==> src/rtl/cp0_int_unit.sv <==
// cp0_int_unit: CP0 interrupt unit.
//  - Synchronises three interrupt lines and latches their rising edges as pending.
//  - Holds the in-service mask (irs), the global enable (IE) and EPC.
//  - Stages one CP0 write and commits it on the following edge.
// Optional build macro: CP0_INT_DEBOUNCE_EN adds a per-line stability filter
// (DEBOUNCE_CYCLES) between the synchroniser and the edge detector.
module cp0_int_unit #(
    parameter logic [15:0] DEBOUNCE_CYCLES = 16'd50000
) (
    input  logic        i_clk,
    input  logic        i_rst,
    input  logic [2:0]  i_int_lines,
    input  logic [31:0] i_pc_in,
    input  logic [3:0]  i_cp0_w_en,
    input  logic [3:0]  i_cp0_w_data,
    output logic        o_int,
    output logic [2:0]  o_ints,
    output logic [2:0]  o_irs,
    output logic        o_cp0_w_collision,
    output logic [31:0] o_epc
);

    logic [2:0]  r_sync1;
    logic [2:0]  r_sync2;
    logic [2:0]  r_prev;
    logic [2:0]  r_pend;
    logic [2:0]  r_irs;
    logic        r_ie;
    logic [31:0] r_epc;
    logic        r_stg_valid;
    logic [3:0]  r_stg_en;
    logic [3:0]  r_stg_data;
    logic [31:0] r_stg_pc;

    logic [2:0]  w_clean;
    logic [2:0]  w_edge;
    logic [2:0]  w_irs_nx;
    logic [2:0]  w_pend_nx;
    logic [1:0]  w_hp;
    logic [1:0]  w_hs;

    // Level code of the highest set bit: bit k maps to level k+1, none maps to 0.
    function automatic logic [1:0] f_top_level(input logic [2:0] v);
        if (v[2])      return 2'd3;
        else if (v[1]) return 2'd2;
        else if (v[0]) return 2'd1;
        else           return 2'd0;
    endfunction

    // Two-flop synchroniser for the raw interrupt lines.
    always_ff @(posedge i_clk or posedge i_rst) begin
        if (i_rst) begin
            r_sync1 <= 3'b000;
            r_sync2 <= 3'b000;
        end else begin
            r_sync1 <= i_int_lines;
            r_sync2 <= r_sync1;
        end
    end

`ifdef CP0_INT_DEBOUNCE_EN
    logic [15:0] r_db_cnt [3];
    logic [2:0]  r_filt;

    // Stability filter: a line's filtered value follows the synced value only
    // after it has differed for DEBOUNCE_CYCLES consecutive cycles.
    always_ff @(posedge i_clk or posedge i_rst) begin
        if (i_rst) begin
            r_filt <= 3'b000;
            for (int k = 0; k < 3; k++) r_db_cnt[k] <= 16'd0;
        end else begin
            for (int k = 0; k < 3; k++) begin
                if (r_sync2[k] != r_filt[k]) begin
                    if (r_db_cnt[k] == DEBOUNCE_CYCLES - 16'd1) begin
                        r_filt[k]   <= r_sync2[k];
                        r_db_cnt[k] <= 16'd0;
                    end else begin
                        r_db_cnt[k] <= r_db_cnt[k] + 16'd1;
                    end
                end else begin
                    r_db_cnt[k] <= 16'd0;
                end
            end
        end
    end

    assign w_clean = r_filt;
`else
    assign w_clean = r_sync2;
`endif

    assign w_edge = w_clean & ~r_prev;

    // Commit view of irs/pending: overwrite (bit2) first, then OR (bit0) on top;
    // a new edge on a line being cleared keeps it pending.
    always_comb begin
        w_irs_nx  = r_irs;
        w_pend_nx = r_pend | w_edge;
        if (r_stg_valid) begin
            if (r_stg_en[2]) w_irs_nx = r_stg_data[3:1];
            if (r_stg_en[0]) begin
                w_irs_nx  = w_irs_nx | r_stg_data[3:1];
                w_pend_nx = (r_pend & ~r_stg_data[3:1]) | w_edge;
            end
        end
    end

    // Edge history, pending, in-service state, IE and EPC.
    always_ff @(posedge i_clk or posedge i_rst) begin
        if (i_rst) begin
            r_prev <= 3'b000;
            r_pend <= 3'b000;
            r_irs  <= 3'b000;
            r_ie   <= 1'b1;
            r_epc  <= 32'd0;
        end else begin
            r_prev <= w_clean;
            r_pend <= w_pend_nx;
            r_irs  <= w_irs_nx;
            if (r_stg_valid && r_stg_en[1]) r_ie  <= r_stg_data[0];
            if (r_stg_valid && r_stg_en[3]) r_epc <= r_stg_pc;
        end
    end

    // One-deep write stage; requests arriving while it is full are dropped.
    always_ff @(posedge i_clk or posedge i_rst) begin
        if (i_rst) begin
            r_stg_valid <= 1'b0;
            r_stg_en    <= 4'd0;
            r_stg_data  <= 4'd0;
            r_stg_pc    <= 32'd0;
        end else if (r_stg_valid) begin
            r_stg_valid <= 1'b0;
        end else if (i_cp0_w_en != 4'd0) begin
            r_stg_valid <= 1'b1;
            r_stg_en    <= i_cp0_w_en;
            r_stg_data  <= i_cp0_w_data;
            r_stg_pc    <= i_pc_in;
        end
    end

    assign w_hp              = f_top_level(r_pend);
    assign w_hs              = f_top_level(r_irs);
    assign o_int             = r_ie && (w_hp > w_hs);
    assign o_ints            = {1'b0, w_hp};
    assign o_irs             = r_irs;
    assign o_cp0_w_collision = r_stg_valid;
    assign o_epc             = r_epc;

endmodule

==> config.mk <==
export PLATFORM = sky130hd
export DESIGN_NAME = cp0_int_unit
export DESIGN_NICKNAME = d
export VERILOG_FILES = /design/src/rtl/cp0_int_unit.sv
export SDC_FILE = /design/constraint.sdc
export NUM_CORES = 1
export LEC_CHECK = 0
export CAP_MARGIN = 20
export CORE_ASPECT_RATIO = 0.75
export CORE_MARGIN = 2
export CORE_UTILIZATION = 48
export DETAILED_ROUTE_END_ITERATION = 8
export HOLD_SLACK_MARGIN = 0.06
export PLACE_DENSITY = 0.78
export SYNTH_ARGS = -nofsm -noshare
export SYNTH_HDL_FRONTEND = slang
export SYNTH_SLANG_ARGS = --single-unit
==> constraint.sdc <==
create_clock -name i_clk -period 4.1 [get_ports i_clk]
set_clock_uncertainty 0.1 [all_clocks]
set_input_delay 1.025 -clock i_clk [delete_from_list [all_inputs] [get_ports i_clk]]
set_output_delay 1.025 -clock i_clk [all_outputs]
set_load 0.02 [all_outputs]
==> out/results.tsv <==
stage	metric	value	unit
outcome	status	finished clean	
finish	fin_util	65.29	%
sta	setup_viol	0	
floorplan	dieArea	7639	sq um
pwr	p_per_area	690.6	nW/um^2
finish	antenna_cells	0	
synthesis	synth.net_count	261	
placed_design	numPortBuffers	83	
synthesis	yosys.area_share.adder	0.7502	%
sta	fmax	0.3009	GHz
clocking	clk_latency	0.34	ns
detailed_routing	ant_nets	0	
finish	design_area	4418	sq um
global_routing	antenna_found_initial	0	
detailed_routing	drt_wl_total	6.063	mm
sta	finalCritPeriodShare	81.07	%
floorplan	pin_count	85	
setup_path	worstPathMaxFanout	2	
synthesis	ys_seq_elements	89	
synthesis	synth_cells	214	
sta	maxSlewViolCount	0	
synthesis	synth_compound_area_share	3.301	%
synthesis	synth_top_cell_by_area	dfrtp_1	
sta	period_minus_slack	3.324	ns
clocking	ctsHoldBuffers	0	
sta	max_slew_margin	65.93	%
floorplan	die_w	100.3	microns
finish	final_layout_size_suffix_gt1_share	30.10	%
placed_design	hpwl	4.159	mm
setup_path	required	2.97	ns
clocking	cts_tree	yes	
clocking	cts_max_level	3	
synthesis	syn_area_per_cell	15.59	sq um
detailed_routing	drc	0	
clocking	cts_buffers	9	
global_routing	grt_first_pass_wirelength	9.949	mm
sta	hold_viol	0	
floorplan	fp.dieH	76.20	microns
synthesis	synth_area_leaders	dfrtp_1, mux2_2, o21ai_0	
clocking	clockRootBuffer	clkbuf_8	
min_path	min_path_type	flip-flop to flip-flop	
setup_path	startpoint_type	flip-flop	
job	cap_violations	0	
placed_design	pre_cts_slack	1.153	ns
sta	finalWorstSetupSlack	0.7763	ns
synthesis	synth_top_family_by_area	multiplexers	
pwr	seq_power_share	44.8	%
sta	worstMarginPinSlew	0.5110	ns
clocking	cts_resized	0	
pwr	pwr-share-clk	17.1	%
placed_design	dpl_cell_area	4245	sq um
pwr	intPower	2.067	mW
synthesis	yosys.area_share.simple	2.513	%
global_routing	grt.total_usage	17.31	%
placed_design	place.gp.congestion	0.7259	
sta	fin_tns_setup	0	ns
setup_path	path_class	flip-flop to output pin	
detailed_routing	via_count	1983	
pwr	switching_share	32.24	%
global_routing	overflow	0	
synthesis	synth_edf_count	0	
pwr	p_leak	1.905	nW
clocking	cts_buffer_depth	2	
synthesis	yosys-top-cells-count	dfrtp_1, mux2_2, inv_1, o21ai_0, nand2_1	
finish	area.growth.synth_to_final	32.45	%
synthesis	synth_top_area_share	66.02	%
clocking	post-cts-setup-buffer-count	0	
finish	final_net_count	351	
clocking	clkSinkCount	89	
floorplan	core_area	6766	sq um
synthesis	synthMuxAreaShare	23.29	%
clocking	clkTransAtPathRegs	0.08	ns
synthesis	post_synth_num_cell_types	24	
synthesis	synthArstFlopShare	100.0	%
synthesis	syn_area	3336	sq um
setup_path	worstSetupEndpointType	output pin	
synthesis	ys_warn_count	0	
detailed_routing	wire_per_inst	15.43	microns
pwr	switching_power	0.9837	mW
sta	rsz0062_at_grt	no	
floorplan	rows	26	
global_routing	grt_pass1_vias	2002	
detailed_routing	drtIter0Drc	49	
synthesis	synth_ff_type	dfrtp_1	
pwr	total_power	3.051	mW
global_routing	grt_max_degree	38	
setup_path	arrival	2.20	ns
detailed_routing	via_per_inst	5.046	
pwr	irDropWorstVdd	0.3280	mV
detailed_routing	firstDrtPassIters	4	
floorplan	initial_core_util	49.30	%
synthesis	synthXorXnorAreaFrac	0	%
pwr	comb_power_share	38.1	%
synthesis	synth_most_common_cell	dfrtp_1	
synthesis	synth-seq-area-share	66.80	%
power groups by stage:
stage / Clock [mW] / Sequential [mW] / Combinational (mW)
floorplan: 0 / 1.56 / 0.454
global placement: 0 / 1.37 / 1.14
detailed placement: 0 / 1.38 / 1.17
CTS: 0.543 / 1.37 / 1.18
global route: 0.588 / 1.41 / 1.24
finish: 0.523 / 1.37 / 1.16
final cells by class:
cell class                      instances  area [sq um]
Clock inverter                          5         31.28
Clock buffer                           11         141.4
Multi-Input combinational cell        105          1005
Tap cell                               84         105.1
Timing Repair Buffer                   87         860.8
Sequential cell                        89          2228
Inverter                               12         46.29
Fill cell                             510          2349
cell usage in the layout (no fill, tap or decap):
cell type | Yosys | layout
ha_1 | 2 | 2
o21ai_0 | 10 | 10
nand3_1 | 2 | 2
clkdlybuf4s50_1 | 0 | 83
a21oi_1 | 1 | 1
nor2_1 | 2 | 2
conb_1 | 1 | 1
dfstp_2 | 1 | 1
and3_1 | 1 | 1
nor4_4 | 1 | 1
nand2_1 | 7 | 7
o21a_1 | 1 | 1
inv_1 | 12 | 11
clkinv_2 | 0 | 4
buf_4 | 1 | 4
or2_2 | 1 | 1
o22ai_1 | 1 | 1
a22o_1 | 3 | 3
nor2_4 | 0 | 1
clkinvlp_4 | 0 | 1
mux2_2 | 69 | 69
a21o_1 | 2 | 2
dfrtp_1 | 88 | 88
clkinv_4 | 0 | 1
clkbuf_8 | 1 | 10
clkbuf_1 | 1 | 1
final timing paths:
path | startpoint | endpoint | slack [ns] | cells after the start
worst min register to register | r_sync1[1]$_DFF_PP0_ | r_sync2[1]$_DFF_PP0_ | 0.25 | 0
worst min-delay path | r_sync1[1]$_DFF_PP0_ | r_sync2[1]$_DFF_PP0_ | 0.25 | 0
max in group asynchronous | i_rst | r_ie$_DFFE_PP1P_ | 2.23 | 3
worst max register to register | o_cp0_w_collision$_DFF_PP0_ | r_stg_pc[0]$_DFFE_PP0P_ | 2.29 | 3
worst max-delay path | r_pend[1]$_DFF_PP0_ | o_int | 0.78 | 6
min in group asynchronous | i_rst | r_stg_pc[10]$_DFFE_PP0P_ | 0.89 | 2
state kept, by name (all words and copies together), names as in the netlist:
name and cells:
r_sync2 3, o_cp0_w_collision 1, r_pend 3, r_sync1 3, r_ie 1, o_epc 32, r_stg_data 4, r_prev 3
r_stg_pc 32, r_stg_en 4, o_irs 3
worst max-delay path, cell delays in order, from the launching register on:
cell and delay (ns):
dfrtp_1 0.39, or2_2 0.31, ha_1 0.32, nand2_1 0.08, nand2_1 0.06, nor2_1 0.09
clkdlybuf4s50_1 0.60
metrics by stage:
step / instances / hold slack (ns)
floorplan: 214 / 0.2312
global placement: 377 / 0.2335
detailed placement: 377 / 0.2356
CTS: 393 / 0.2548
global route: 393 / 0.2571
finish: 393 / 0.2520
metal layers:
metal | GRT usage [%] | share of wire [%] | vias to the layer above
li1 | - | - | 920
met1 | 23.86 | 45 | 990
met2 | 24.63 | 45 | 71
met3 | 8.807 | 9.5 | 2
met4 | 4.110 | 0.30 | 0
met5 | 0 | 0 | -
cell families (layout without fill, tap and decap cells):
logic type                 after synthesis  count (layout)
adders and majority gates                2               2
muxes                                   69              69
AOI/OAI and AO/OA                       18              18
DFF                                     89              89
buffers and inverters                   20             115
other                                    1               1
and+or+nand+nor                         15              15
Note: power is estimated with default switching activity, not from simulation.
==> edit: new RTL, same settings <==
Register the outputs `o_int` and `o_ints`; this adds one clock of latency there. The other outputs are not delayed to match.
--- a/src/rtl/cp0_int_unit.sv
+++ b/src/rtl/cp0_int_unit.sv
@@ -141,8 +141,10 @@
 
     assign w_hp              = f_top_level(r_pend);
     assign w_hs              = f_top_level(r_irs);
-    assign o_int             = r_ie && (w_hp > w_hs);
-    assign o_ints            = {1'b0, w_hp};
+    always_ff @(posedge i_clk) begin
+        o_int  <= r_ie && (w_hp > w_hs);
+        o_ints <= {1'b0, w_hp};
+    end
     assign o_irs             = r_irs;
     assign o_cp0_w_collision = r_stg_valid;
     assign o_epc             = r_epc;
Formal check against the unedited RTL: not equivalent (a bounded check fails within 4 cycles, from zero or initial values and one cycle with i_rst high).
==> edit against the original RTL <==
  * Maximum frequency increased by 17%
  * Area after synthesis up 1.8%
  * Wire length grew 0.68%
  * Synthesized cell count is 1.4% higher
  * Non-clock buffer count rose by 1
  * Sequential share of layout area shrank 0.45 points
  * Setup slack gained 0.49 ns
  * Sequential cell count increased by 3
  * Die area up 1.7%
  * Final cell count rose by 1.0%
  * Power up 9.1%
  * Design area up 3.6%
  * Critical endpoint is now o_cp0_w_collision
  * Largest power group unchanged
==> edit: results (changes against the original RTL) <==
[metrics] Gate power share: 0.346 (-0.035)
[metrics] outcome: finished clean
[metrics] adder-cell area share of the yosys netlist: 0.00737 (-0.000133)
[metrics] Distinct cells, synth: 25 (+4.2%)
[metrics] Worst VDD drop: 0.000414 V (+26%)
[metrics] total number of vias: 2002 (+0.96%)
[metrics] static leakage power: 0.00198 uW (+3.7%)
[metrics] number of endpoints with negative hold slack in the final report: 0 (unchanged)
[metrics] Filler Cell Count: 518 (+1.6%)
[metrics] non-clock buffer contribution to total cell area: 0.190 (-0.00518)
[metrics] relative slew slack: 0.663 (+0.00348)
[metrics] compound-gate portion of the synthesized area: 0.0324 (-0.000584)
[metrics] violation count after the first detailed-routing iteration: 50 (+2.0%)
[metrics] crit path max fanout: 17 (+15)
[metrics] First-pass DRT Iterations: 5 (+1)
[metrics] first-pass GRT wire length: 10300 um (+3.6%)
[metrics] cells taking the most area after synthesis: dfrtp_1 65%, mux2_2 23%, dfxtp_1 1.8%
[metrics] count of port buffers added during placement: 83 (unchanged)
[metrics] setup TNS: 0 ns (unchanged)
[metrics] clk sinks: 92 (+3.4%)
[metrics] wire length per cell after detailed routing: 15.4 um (-0.34%)
[metrics] clock tree cell share of total cell area: 0.0579 (+0.0189)
[metrics] CTS HTree Levels: 3 (unchanged)
[metrics] biggest cell delay along the critical path: 0.70 ns (+0.10 ns)
[metrics] number of global-route vias before repair: 2157 (+7.7%)
[metrics] proportion of cell area occupied by registers: 0.500 (-0.00453)
[metrics] power dissipated by switching net loads: 981 uW (-0.27%)
[metrics] minimum setup slack after placement: 1.19 ns (+0.0331 ns)
[metrics] net switching fraction of the power: 0.295 (-0.0278)
[metrics] part of the Yosys area used for sequential elements: 0.674 (+0.00587)
[metrics] power in the clock group: 778 uW (+49%)
[metrics] share of async-settable or async-resettable flops after synthesis: 0.967 (-0.0326)
[metrics] number of buffers added by the clock tree synthesis step: 9 (unchanged)
[metrics] ratio of total power to cell area: 727 nW/um^2 (+5.3%)
[metrics] count of clock buffers in the final design: 12 (+1)
[metrics] Signal buffers: 88 (+1.1%)
[metrics] largest net degree at the start of global routing: 33 (-13%)
[metrics] share of final-layout standard cells stronger than drive strength 1: 0.297 (-0.00385)
[metrics] HPWL after detailed placement: 4310 um (+3.6%)
[metrics] portion of netlist area occupied by mux cells: 0.229 (-0.00412)
[metrics] Post-Synth XOR/XNOR Area: 0 (unchanged)
[metrics] area post-placement: 4310 um^2 (+1.6%)
[metrics] Placer Congestion: 0.723 (-0.36%)
[metrics] area taken by multi-input logic gates: 1000 um^2 (unchanged)
[metrics] number of nets in the synthesized netlist: 264 (+1.1%)
[metrics] gr usage total: 0.174 (+0.000929)
[metrics] final-stage net count: 355 (+1.1%)
[metrics] crit path DAT: 1.70 ns (-0.50 ns)
[metrics] Hold WC Path Type: register to register
-- edit: cell types whose count changed after synthesis, sizes merged --
cell,change
dfxtp,+3
-- edit: through the flow --
stage                     std cells   util
final                           397  0.670
after global routing            397  0.670
after CTS                       397  0.670
after detailed placement        381  0.631
after global placement          381  0.631
after floorplan                 217      -
-- edit: layer usage --
metal / routed length [um] / track usage / vias up
met2: 2910 / 0.272 / 58
met5: 0 / 0 / -
met3: 392 / 0.0574 / 9
li1: - / - / 927
met1: 2740 / 0.230 / 1008
met4: 70 / 0.0568 / 0
-- edit: path summary, 6_finish.rpt --
check                      slack (ns)  cells after the start                         to
setup reg to reg                 2.21                      3  r_stg_data[2]$_DFFE_PP0P_
min in group asynchronous        0.92                      2   r_stg_pc[18]$_DFFE_PP0P_
setup / recovery                 1.27                      1          o_cp0_w_collision
max in group asynchronous        2.23                      3      o_epc[20]$_DFFE_PP0P_
hold / removal                   0.25                      0       r_sync2[1]$_DFF_PP0_
hold reg to reg                  0.25                      0       r_sync2[1]$_DFF_PP0_
